[src/rtl/dp_pool_window.sv]
// -----------------------------------------------------------------------------
// dp_pool_window
// Reorders a row-major matrix stream into non-overlapping KxK pooling windows
// (stride K) for the downstream max-pooling stage. K-1 rows of each band are
// kept in line buffers; the last band row is collected K elements at a time in
// a tail register. Each completed window is emitted as K*K beats in
// window-row-major order. Upstream is stalled while a window is emitted.
//
// Optional feature (compile-time macro DP_POOL_WINDOW_PAD_EN):
//   defined   : a column remainder (cols%K != 0) forms one extra window per
//               band, with the missing positions emitted as zero.
//   undefined : column and row remainders are consumed and discarded.
//
// Ports:
//   clk_i        clock, rising edge
//   rst_ni       synchronous active-low reset
//   start_i      frame start pulse (honoured in IDLE only)
//   cols_i       matrix width, sampled on start
//   rows_i       matrix height, sampled on start
//   busy_o       high from accepted start until the frame completes
//   done_o       one-cycle pulse at frame completion
//   mat_valid_i  input element stream: valid
//   mat_data_i   input element stream: data
//   mat_ready_o  input element stream: ready
//   win_valid_o  window beat stream: valid
//   win_data_o   window beat stream: data
//   win_strb_o   window beat stream: byte strobes (all ones)
//   win_ready_i  window beat stream: ready
// -----------------------------------------------------------------------------
module dp_pool_window #(
    parameter int unsigned WORD_SIZE = 8,
    parameter int unsigned K         = 3,
    parameter int unsigned MAX_COLS  = 64
) (
    input  logic                          clk_i,
    input  logic                          rst_ni,
    input  logic                          start_i,
    input  logic [$clog2(MAX_COLS+1)-1:0] cols_i,
    input  logic [15:0]                   rows_i,
    output logic                          busy_o,
    output logic                          done_o,
    input  logic                          mat_valid_i,
    input  logic [WORD_SIZE-1:0]          mat_data_i,
    output logic                          mat_ready_o,
    output logic                          win_valid_o,
    output logic [WORD_SIZE-1:0]          win_data_o,
    output logic [(WORD_SIZE+7)/8-1:0]    win_strb_o,
    input  logic                          win_ready_i
);

    localparam int unsigned CW       = $clog2(MAX_COLS + 1);
    localparam int unsigned KW       = $clog2(K);
    localparam int unsigned LB_DEPTH = (K - 1) * MAX_COLS;
    localparam int unsigned AW       = (LB_DEPTH > 1) ? $clog2(LB_DEPTH) : 1;

`ifdef DP_POOL_WINDOW_PAD_EN
    localparam bit PAD_EN = 1'b1;
`else
    localparam bit PAD_EN = 1'b0;
`endif

    typedef enum logic [2:0] {
        ST_IDLE   = 3'd0,
        ST_FILL   = 3'd1,
        ST_GATHER = 3'd2,
        ST_EMIT   = 3'd3,
        ST_DRAIN  = 3'd4,
        ST_DONE   = 3'd5
    } state_e;

    state_e               state_q;
    state_e               post_q;      // where EMIT returns to
    logic [CW-1:0]        cols_q;
    logic [15:0]          rows_q;
    logic [CW-1:0]        full_cols_q; // (cols/K)*K: first column of the remainder
    logic [31:0]          total_q;
    logic [31:0]          cnt_q;       // elements consumed in this frame
    logic [15:0]          row_q;
    logic [CW-1:0]        col_q;
    logic [KW-1:0]        kc_q;        // col % K inside the gather row
    logic [KW-1:0]        brow_q;      // line-buffer row being filled
    logic [CW-1:0]        base_q;      // first column of the window being emitted
    logic [KW-1:0]        br_q;        // beat row within the window
    logic [KW-1:0]        bc_q;        // beat column within the window
    logic                 busy_q;
    logic                 done_q;
    logic                 ready_q;
    logic                 valid_q;
    logic [WORD_SIZE-1:0] data_q;

    logic [WORD_SIZE-1:0] lb_q   [LB_DEPTH];
    logic [WORD_SIZE-1:0] tail_q [K];

    logic                 in_hs_s;
    logic                 out_hs_s;
    logic                 row_end_s;
    logic                 emit_s;
    logic                 band_left_s;
    logic                 last_beat_s;
    logic                 small_s;
    logic [CW-1:0]        full_cols_s;
    logic [31:0]          total_s;
    state_e               post_s;
    logic [KW-1:0]        sel_r_s;
    logic [KW-1:0]        sel_c_s;
    logic [CW-1:0]        sel_base_s;
    logic [31:0]          rd_idx_s;
    logic [WORD_SIZE-1:0] rd_val_s;

    assign in_hs_s     = mat_valid_i & ready_q;
    assign out_hs_s    = valid_q & win_ready_i;
    assign row_end_s   = (col_q == (cols_q - CW'(1)));
    // A full window completes on its last column; a padded one on the row's last column.
    assign emit_s      = ((kc_q == KW'(K - 1)) && (col_q < full_cols_q)) ||
                         (PAD_EN && row_end_s && (col_q >= full_cols_q));
    // After the current row, at least K rows must remain for another band.
    assign band_left_s = ((17'(row_q) + 17'(K) + 17'd1) <= 17'(rows_q));
    assign last_beat_s = (br_q == KW'(K - 1)) && (bc_q == KW'(K - 1));
    assign small_s     = (32'(cols_i) < K) || (32'(rows_i) < K);
    assign full_cols_s = CW'((32'(cols_i) / K) * K);
    assign total_s     = 32'(rows_i) * 32'(cols_i);

    // Next state after the gather row ends: another band or drain the rest.
    always_comb begin
        if (band_left_s) begin
            post_s = ST_FILL;
        end else begin
            post_s = ST_DRAIN;
        end
    end

    // Window beat read mux: beat 0 of a new window while gathering, else the next beat.
    always_comb begin
        sel_r_s    = '0;
        sel_c_s    = '0;
        sel_base_s = col_q - CW'(kc_q);
        if (state_q == ST_EMIT) begin
            sel_base_s = base_q;
            if (bc_q == KW'(K - 1)) begin
                sel_r_s = br_q + KW'(1);
                sel_c_s = '0;
            end else begin
                sel_r_s = br_q;
                sel_c_s = bc_q + KW'(1);
            end
        end else begin
            sel_base_s = col_q - CW'(kc_q);
        end
        rd_idx_s = 32'(sel_base_s) + 32'(sel_c_s);
        // Positions past the matrix edge (padded window) read as zero.
        if (rd_idx_s >= 32'(cols_q)) begin
            rd_val_s = '0;
        end else if (sel_r_s == KW'(K - 1)) begin
            rd_val_s = tail_q[sel_c_s];
        end else if (rd_idx_s < MAX_COLS) begin
            rd_val_s = lb_q[AW'(32'(sel_r_s) * MAX_COLS + rd_idx_s)];
        end else begin
            rd_val_s = '0;
        end
    end

    // Line-buffer write during the first K-1 rows of a band (no reset needed).
    always_ff @(posedge clk_i) begin
        if ((state_q == ST_FILL) && in_hs_s) begin
            lb_q[AW'(32'(brow_q) * MAX_COLS + 32'(col_q))] <= mat_data_i;
        end
    end

    // Tail register write during the last row of a band (no reset needed).
    always_ff @(posedge clk_i) begin
        if ((state_q == ST_GATHER) && in_hs_s) begin
            tail_q[kc_q] <= mat_data_i;
        end
    end

    // Control FSM with registered handshake and status outputs.
    always_ff @(posedge clk_i) begin
        if (!rst_ni) begin
            state_q     <= ST_IDLE;
            post_q      <= ST_IDLE;
            cols_q      <= '0;
            rows_q      <= '0;
            full_cols_q <= '0;
            total_q     <= '0;
            cnt_q       <= '0;
            row_q       <= '0;
            col_q       <= '0;
            kc_q        <= '0;
            brow_q      <= '0;
            base_q      <= '0;
            br_q        <= '0;
            bc_q        <= '0;
            busy_q      <= 1'b0;
            done_q      <= 1'b0;
            ready_q     <= 1'b0;
            valid_q     <= 1'b0;
            data_q      <= '0;
        end else begin
            if (in_hs_s) begin
                cnt_q <= cnt_q + 32'd1;
            end
            case (state_q)
                ST_IDLE: begin
                    done_q <= 1'b0;
                    if (start_i) begin
                        cols_q      <= cols_i;
                        rows_q      <= rows_i;
                        full_cols_q <= full_cols_s;
                        total_q     <= total_s;
                        cnt_q       <= '0;
                        row_q       <= '0;
                        col_q       <= '0;
                        kc_q        <= '0;
                        brow_q      <= '0;
                        busy_q      <= 1'b1;
                        if (small_s) begin
                            state_q <= ST_DRAIN;
                            ready_q <= (total_s != 32'd0);
                        end else begin
                            state_q <= ST_FILL;
                            ready_q <= 1'b1;
                        end
                    end
                end
                ST_FILL: begin
                    if (in_hs_s) begin
                        if (row_end_s) begin
                            col_q <= '0;
                            row_q <= row_q + 16'd1;
                            if (brow_q == KW'(K - 2)) begin
                                state_q <= ST_GATHER;
                                kc_q    <= '0;
                            end else begin
                                brow_q <= brow_q + KW'(1);
                            end
                        end else begin
                            col_q <= col_q + CW'(1);
                        end
                    end
                end
                ST_GATHER: begin
                    if (in_hs_s) begin
                        if (row_end_s) begin
                            col_q  <= '0;
                            kc_q   <= '0;
                            row_q  <= row_q + 16'd1;
                            brow_q <= '0;
                        end else begin
                            col_q <= col_q + CW'(1);
                            if (kc_q == KW'(K - 1)) begin
                                kc_q <= '0;
                            end else begin
                                kc_q <= kc_q + KW'(1);
                            end
                        end
                        if (emit_s) begin
                            state_q <= ST_EMIT;
                            post_q  <= row_end_s ? post_s : ST_GATHER;
                            ready_q <= 1'b0;
                            valid_q <= 1'b1;
                            data_q  <= rd_val_s;
                            base_q  <= col_q - CW'(kc_q);
                            br_q    <= '0;
                            bc_q    <= '0;
                        end else if (row_end_s) begin
                            state_q <= post_s;
                            if (post_s == ST_FILL) begin
                                ready_q <= 1'b1;
                            end else begin
                                ready_q <= ((cnt_q + 32'd1) != total_q);
                            end
                        end
                    end
                end
                ST_EMIT: begin
                    // Beat index and data move only on a downstream handshake.
                    if (out_hs_s) begin
                        if (last_beat_s) begin
                            valid_q <= 1'b0;
                            state_q <= post_q;
                            if (post_q == ST_DRAIN) begin
                                ready_q <= (cnt_q != total_q);
                            end else begin
                                ready_q <= 1'b1;
                            end
                        end else begin
                            br_q   <= sel_r_s;
                            bc_q   <= sel_c_s;
                            data_q <= rd_val_s;
                        end
                    end
                end
                ST_DRAIN: begin
                    // Drop ready on the edge of the final handshake so nothing extra is taken.
                    if ((cnt_q + 32'(in_hs_s)) == total_q) begin
                        ready_q <= 1'b0;
                        state_q <= ST_DONE;
                        done_q  <= 1'b1;
                        busy_q  <= 1'b0;
                    end
                end
                ST_DONE: begin
                    done_q  <= 1'b0;
                    state_q <= ST_IDLE;
                end
                default: begin
                    state_q <= ST_IDLE;
                    ready_q <= 1'b0;
                    valid_q <= 1'b0;
                    busy_q  <= 1'b0;
                    done_q  <= 1'b0;
                end
            endcase
        end
    end

    assign busy_o      = busy_q;
    assign done_o      = done_q;
    assign mat_ready_o = ready_q;
    assign win_valid_o = valid_q;
    assign win_data_o  = data_q;
    assign win_strb_o  = '1;

endmodule
[config.mk]
export PLATFORM = sky130hd
export DESIGN_NAME = dp_pool_window
export DESIGN_NICKNAME = d
export VERILOG_FILES = /design/src/rtl/dp_pool_window.sv
export SDC_FILE = /design/constraint.sdc
export NUM_CORES = 2
export LEC_CHECK = 0
export ABC_AREA = 1
export ABC_CLOCK_PERIOD_IN_PS = 7110
export CAP_MARGIN = 20
export CORE_AREA = 2 2 466 468
export DETAILED_ROUTE_END_ITERATION = 6
export DIE_AREA = 0 0 468 470
export HOLD_SLACK_MARGIN = 0.03
export PLACE_DENSITY = 0.36
export REMOVE_ABC_BUFFERS = 1
export SYNTH_ARGS = -nofsm -noshare
export SYNTH_HDL_FRONTEND = slang
export SYNTH_SLANG_ARGS = --single-unit
[constraint.sdc]
create_clock -name clk_i -period 7.11 [get_ports clk_i]
set_input_delay 0.711 -clock clk_i [delete_from_list [all_inputs] [get_ports clk_i]]
set_output_delay 0.711 -clock clk_i [all_outputs]
set_load 0.03 [all_outputs]
## Yosys cells after proc, flatten, opt, wreduce, memory -nomap -nowiden

Memory sizes are Yosys's and may differ from the RTL's.
Index checks and enable logic that the tools add are counted.

- Add/sub/neg operators: 15
- Multipliers: 2
- Divide/modulo/power cells: 1
- Magnitude comparators: 6
- Equality and inequality tests: 31
- Multiplexer cells: 84
- Bitwise operators: 6
- Reduce and logical (&&, ||, !) cells: 27

Operators with widths:

| cell | count |
|---|---|
| 32-bit 2-to-1 mux | 3 |
| 32-bit by 23-bit inequality test with 1-bit output | 2 |
| 8-bit 2-to-1 mux | 7 |
| 16-bit 2-to-1 mux | 3 |
| 2-bit 2-to-1 mux | 22 |
| 3-bit 2-to-1 mux | 13 |
| 32-bit by 1-bit adder with 32-bit output | 1 |
| 32-bit by 1-bit adder with 32-bit output, second input constant | 1 |
| 7-bit by 2-bit divider with 32-bit output, second input constant | 1 |
| 32-bit by 23-bit == test with 1-bit output | 1 |
| 32-bit by 2-bit multiplier with 7-bit output, second input constant | 1 |
| 16-bit case mux with 2 select lines | 1 |
| 32-bit nonzero test | 1 |
| 7-bit 2-to-1 mux | 4 |
| 16-bit by 7-bit multiplier with 23-bit output | 1 |
| 2-bit inequality test, second input constant | 11 |
| 1-bit 2-to-1 mux | 20 |
| 16-bit by 2-bit adder with 17-bit output, second input constant | 1 |
| 17-bit by 1-bit adder with 17-bit output, second input constant | 1 |
| 17-bit by 16-bit less-or-equal comparator with 1-bit output | 1 |
| 16-bit by 1-bit adder with 16-bit output, second input constant | 1 |
| 16-bit by 2-bit less-than comparator with 1-bit output, second input constant | 1 |
| 8-bit case mux with 2 select lines | 1 |
| 3-bit case mux with 5 select lines | 1 |
| other kinds (41) | 72 |

- Bits in registers: 141
- Memory bits (writable): 1048
- Output and inout bits: 13
- Word-level logic and storage cells: 193
- Memories: 2

Memories:

| memory | words | bits a word | read ports | clocked after Yosys merged registers in | write ports | RTL line | source |
|---|---|---|---|---|---|---|---|
| lb_q | 128 | 8 | 1 | 0 | 1 | 91 | `logic [WORD_SIZE-1:0] lb_q [LB_DEPTH];` |
| tail_q | 3 | 8 | 1 | 0 | 1 | 92 | `logic [WORD_SIZE-1:0] tail_q [K];` |

## Depth between registers and ports, before layout

An unclocked memory read counts as a cell.

- Depth in word-level cells: 12
- Gate-level depth with buffers: 33

## Worst setup path before layout

Ideal clock, no wire load.

- Path type: in2reg
- Start: input cols_i[1]
- End: register ready_q (netlist: mat_ready_o)
- Setup time: 0.117 ns
- Arrival: 5.213 ns
- Data required time: 6.993 ns
- Setup slack: 1.779 ns
- Stages: 24
- Path buffers: 2
- Path through: clkbuf_1 -> buf_1 -> nand2_1 -> fa_1 -> inv_1 -> fa_1 -> fa_1 -> fa_1 -> ha_1 -> a21o_1 -> a21oi_1 -> o21bai_1 -> a21oi_1 -> o21ai_0 -> nand2_1 -> nand2_1 -> xor2_1 -> nand3_1 -> nor2_1 -> nand3_1 -> nand2_1 -> nand3_1 -> nor2_1 -> nor2_1

- Cells in the longest elaborated chain, start to end: 5
- Elaborated cells between the ends (all ways): 7
- Classes of those cells: mul: 1; order compare: 1; mux: 3; reduce/logical: 2

RTL lines:

| element | RTL line | source |
|---|---|---|
| start, declared | 38 | `input logic [$clog2(MAX_COLS+1)-1:0] cols_i,` |
| 16-bit by 7-bit multiplier with 23-bit output or 7-bit by 2-bit less-than comparator with 1-bit output (tied branches) | 121, 119 |  |
| 32-bit nonzero test or 1-bit logical OR (tied branches) | 218, 119 |  |
| 1-bit 2-to-1 mux (*) | 216 | `if (small_s) begin` |
| 1-bit 2-to-1 mux (*) | 205 | `if (start_i) begin` |
| 1-bit case mux with 5 select lines (*) | 202 | `case (state_q)` |
| end signal, assigned | 218 | `ready_q <= (total_s != 32'd0);` |
| end signal, assigned | 270 | `ready_q <= ((cnt_q + 32'd1) != total_q);` |
| end signal, assigned | 282 | `ready_q <= (cnt_q != total_q);` |
| end, declared | 87 | `logic ready_q;` |

Every way passes the cells marked *; elsewhere a longest branch is shown, timed or not. The select of a mux whose other input is x is not followed.
A chain may end at the register's enable or synchronous reset.

## Final worst setup path

- Start: input cols_i[3]
- End: register ready_q (netlist: mat_ready_o)

Same word-level chain as after synthesis.

==> results.txt <==
Worst R2R Path Depth: 21
synthesized area per cell: 10.8 sq um
Placement Rows: 171
ys flop type: edfxtp_1
maximum root-to-sink buffer count: 3
placed cell areas: 0.0591 sq mm
Cells after Synth: 5,148
maximum vdd drop: 0.349 mV
DR vias: 38,000
MaxCap Viol Count: 0
TNS Setup: 0 ps
cts repair resizes: 0
number of hold violations in the final report: 0
DRC Markers: 0
Unique masters post-synth: 74
# clock sinks: 1,189
register share of total power: 33.4%
required time of the critical path: 7770 ps
Data arrival, critical path: 6310 ps
Die Ht: 470 um
CP max FO: 16
H-tree depth: 4
reg2reg setup slack: 1580 ps
1st-iter DRT viols: 2,650
hold depth: 2
total chip power: 23.8 mW
PD cells: 373 mW/mm^2
Final Util: 29.5%
worst-margin pin slew: 1040 ps
EDFF count, synth: 1,048
Skew-Pair Late Insertion Delay: 810 ps
sequential fraction of the synthesis area: 61.7%
Tcrit/Tclk final: 79.6%
WL final: 181,000 um
Worst Path Class, Setup: in -> reg
FILL cells: 22,600
reg-to-reg startpoint: col_q[0]$_SDFFE_PN0P_
initial antenna violation count: 6
DR pass1 iterations: 7
Slew Limit Fails: 0
RSZ-0062 raised after global routing: false
status: finished clean
largest net degree at the start of global routing: 158
die area: 0.220 sq mm
Num CTS Buffers: 147
share of cells above drive strength 1: 7.32%
design area: 0.0636 sq mm
CP endpoint kind: flip-flop
Hold Crit Class: reg -> reg
Vias/cell: 4.70
Clk pwr share: 29.9%
post-synthesis cell area: 0.0556 sq mm
Rel. slew slack: 30.5%
# nets final: 5,316
HPWL Detailed: 109,000 um
Initial Util: 25.8%
Worst Skew: 49.5 ps
crit path time final: 5660 ps
Final GP Congestion: 0.823
Leak: 22.6 nW
Post-synth ARST share: 0%
logic gate share of total power: 36.7%
DRT antenna net count: 0
first-pass GRT wire length: 264,000 um
Net Switching: 9.09 mW
dpl ws: 605 ps
cts hold-fix bufs: 0
GRT Util Overall: 16.2%
vias in the first global route: 38,000
reg-to-reg endpoint: win_data_o[4]$_SDFFE_PN0P_
Multi-input gate area: 0.0189 sq mm
FMAX: 177 MHz
P&R area growth vs syn: 14.5%
clock-pin slew on the worst setup and hold paths: 50 ps
final worst slack: 1450 ps
postcts setup bufs: 0
IO Port Bufs: 47
Setup violations, final: 0
Core Box Area: 0.216 sq mm
CTS tree: done
register bit count reported by yosys: 1,189
Wirelength per Cell: 22.3 um
die width: 468 um
CP Launch Type: input pin
Yosys warnings: 0
hold path startpoint: full_cols_q[0]$_SDFFE_PN0P_
hold endpoint: full_cols_q[0]$_SDFFE_PN0P_
GRT overflow: 0
FF/Latch Area: 0.0343 sq mm
Power Internal: 14.7 mW
Switching Share: 38.3%
CTS root buf: clkbuf_16
# IOs: 49
cell usage after synthesis (all sizes together) (4+ instances only):
master	count	area (sq um)
buf	84	449
fa	72	1440
nor4	23	180
o21ai	175	917
dfxtp	141	2820
o21bai	4	41.3
ha	92	1150
o31ai	8	60.1
o22ai	47	294
nor3b	5	37.5
o2111ai	5	43.8
clkbuf	220	828
a211oi	13	97.6
inv	314	1190
nor3	50	282
a31oi	11	68.8
o211ai	18	135
xnor2	33	304
xor2	104	967
a32o	225	2250
nand4	33	221
nand3b	6	45.0
a22o	6	52.6
nand2	1389	5300
o21a	5	37.5
nor2	374	1470
a21oi	350	1760
edfxtp	1048	31500
nand3	267	1400
layout by cell type, fill, tap and decap left out, drive strengths merged, types with 3 or more instances in the layout:
| cell type | instances |
|---|---|
| nand2 | 1389 |
| edfxtp | 1048 |
| nor2 | 374 |
| a21oi | 350 |
| inv | 318 |
| nand3 | 267 |
| a32o | 225 |
| clkbuf | 193 |
| o21ai | 175 |
| dfxtp | 141 |
| xor2 | 104 |
| ha | 92 |
| buf | 84 |
| fa | 72 |
| clkinv | 65 |
| nor3 | 50 |
| o22ai | 47 |
| clkdlybuf4s50 | 39 |
| nand4 | 33 |
| xnor2 | 33 |
| nor4 | 23 |
| o211ai | 18 |
| a211oi | 13 |
| a31oi | 11 |
| o31ai | 8 |
| nand3b | 6 |
| a22o | 6 |
| o21a | 5 |
| o2111ai | 5 |
| nor3b | 5 |
| o21bai | 4 |
| diode | 3 |
| a21o | 3 |
| or2 | 3 |
| a2111oi | 3 |
metal layers:
metal / global-route usage [%] / routed length, um
met3: 2.45 / 7330
met1: 22.9 / 86700
met5: 0 / 13
met4: 4.29 / 4000
met2: 25.7 / 82500
stage by stage:
step	hold slack, ps	cells
after global routing	439	8086
after floorplan	426	4844
after CTS	422	8084
final	456	8088
after detailed placement	449	7820
after global placement	440	7820
cell type report:
cell class / count / share of cell area, %
Sequential cell: 1189 / 53.9
Timing Repair Buffer: 123 / 1.82
Antenna cell: 3 / 0.0118
Tap cell: 2854 / 5.61
Clock buffer: 193 / 6.28
Multi-Input combinational cell: 3340 / 29.7
Inverter: 315 / 1.91
Clock inverter: 71 / 0.826
critical path, cell delays in order:
cell and delay (ps):
clkdlybuf4s50_1 960, nand2_1 170, fa_1 570, inv_1 40, ha_1 270, inv_1 50, fa_1 500, fa_1 550
inv_1 50, ha_1 340, nand3_1 100, nand2_1 200, a21oi_1 130, o21bai_1 230, a21oi_1 140, o21ai_0 280
nand2_1 80, nand2_1 80, xor2_1 180, nand3_1 100, nor2_1 140, nand3_1 110, nand2_1 80, nand3_1 80
nor2_1 120, nor2_1 40
cell families after synthesis:
family | synth area share (%)
adders and majority gates | 4.67
muxes | 0.0248
other | 0.00675
DFF | 61.7
xor gates and xnor gates | 2.29
buffers and inverters | 4.45
AOI/OAI and AO/OA | 10.7
and+or+nand+nor | 16.2
power by group through the flow:
stage / Clock, mW / Sequential (mW) / Combinational, mW
3_5_place_dp: 0 / 8.08 / 8.86
2_1_floorplan: 0 / 8.02 / 5.58
6_report: 7.11 / 7.93 / 8.72
4_1_cts: 7.33 / 7.93 / 8.89
5_1_grt: 7.60 / 7.95 / 9.74
3_3_place_gp: 0 / 8.08 / 8.91
worst max path at each step:
stage	cells past startpoint	start	slack (ps)	to
floorplan	16	state_q[2]$_SDFFE_PN0P_	-15320	win_data_o[0]$_SDFFE_PN0P_
global placement	26	cols_i[3]	620	mat_ready_o$_SDFFE_PN0P_
detailed placement	26	cols_i[3]	610	mat_ready_o$_SDFFE_PN0P_
CTS	26	cols_i[3]	1450	mat_ready_o$_SDFFE_PN0P_
global route	26	cols_i[3]	1020	mat_ready_o$_SDFFE_PN0P_
finish	26	cols_i[3]	1450	mat_ready_o$_SDFFE_PN0P_
sequential cells by signal, summed over array words and instances, names as in the netlist, 7 cells and up:
signal       flops
base_q           7
cnt_q           32
col_q            7
cols_q           7
full_cols_q      7
lb_q          1024
row_q           16
rows_q          16
tail_q          24
total_q         23
win_data_o       8
Power figures use the tool's default switching activity.
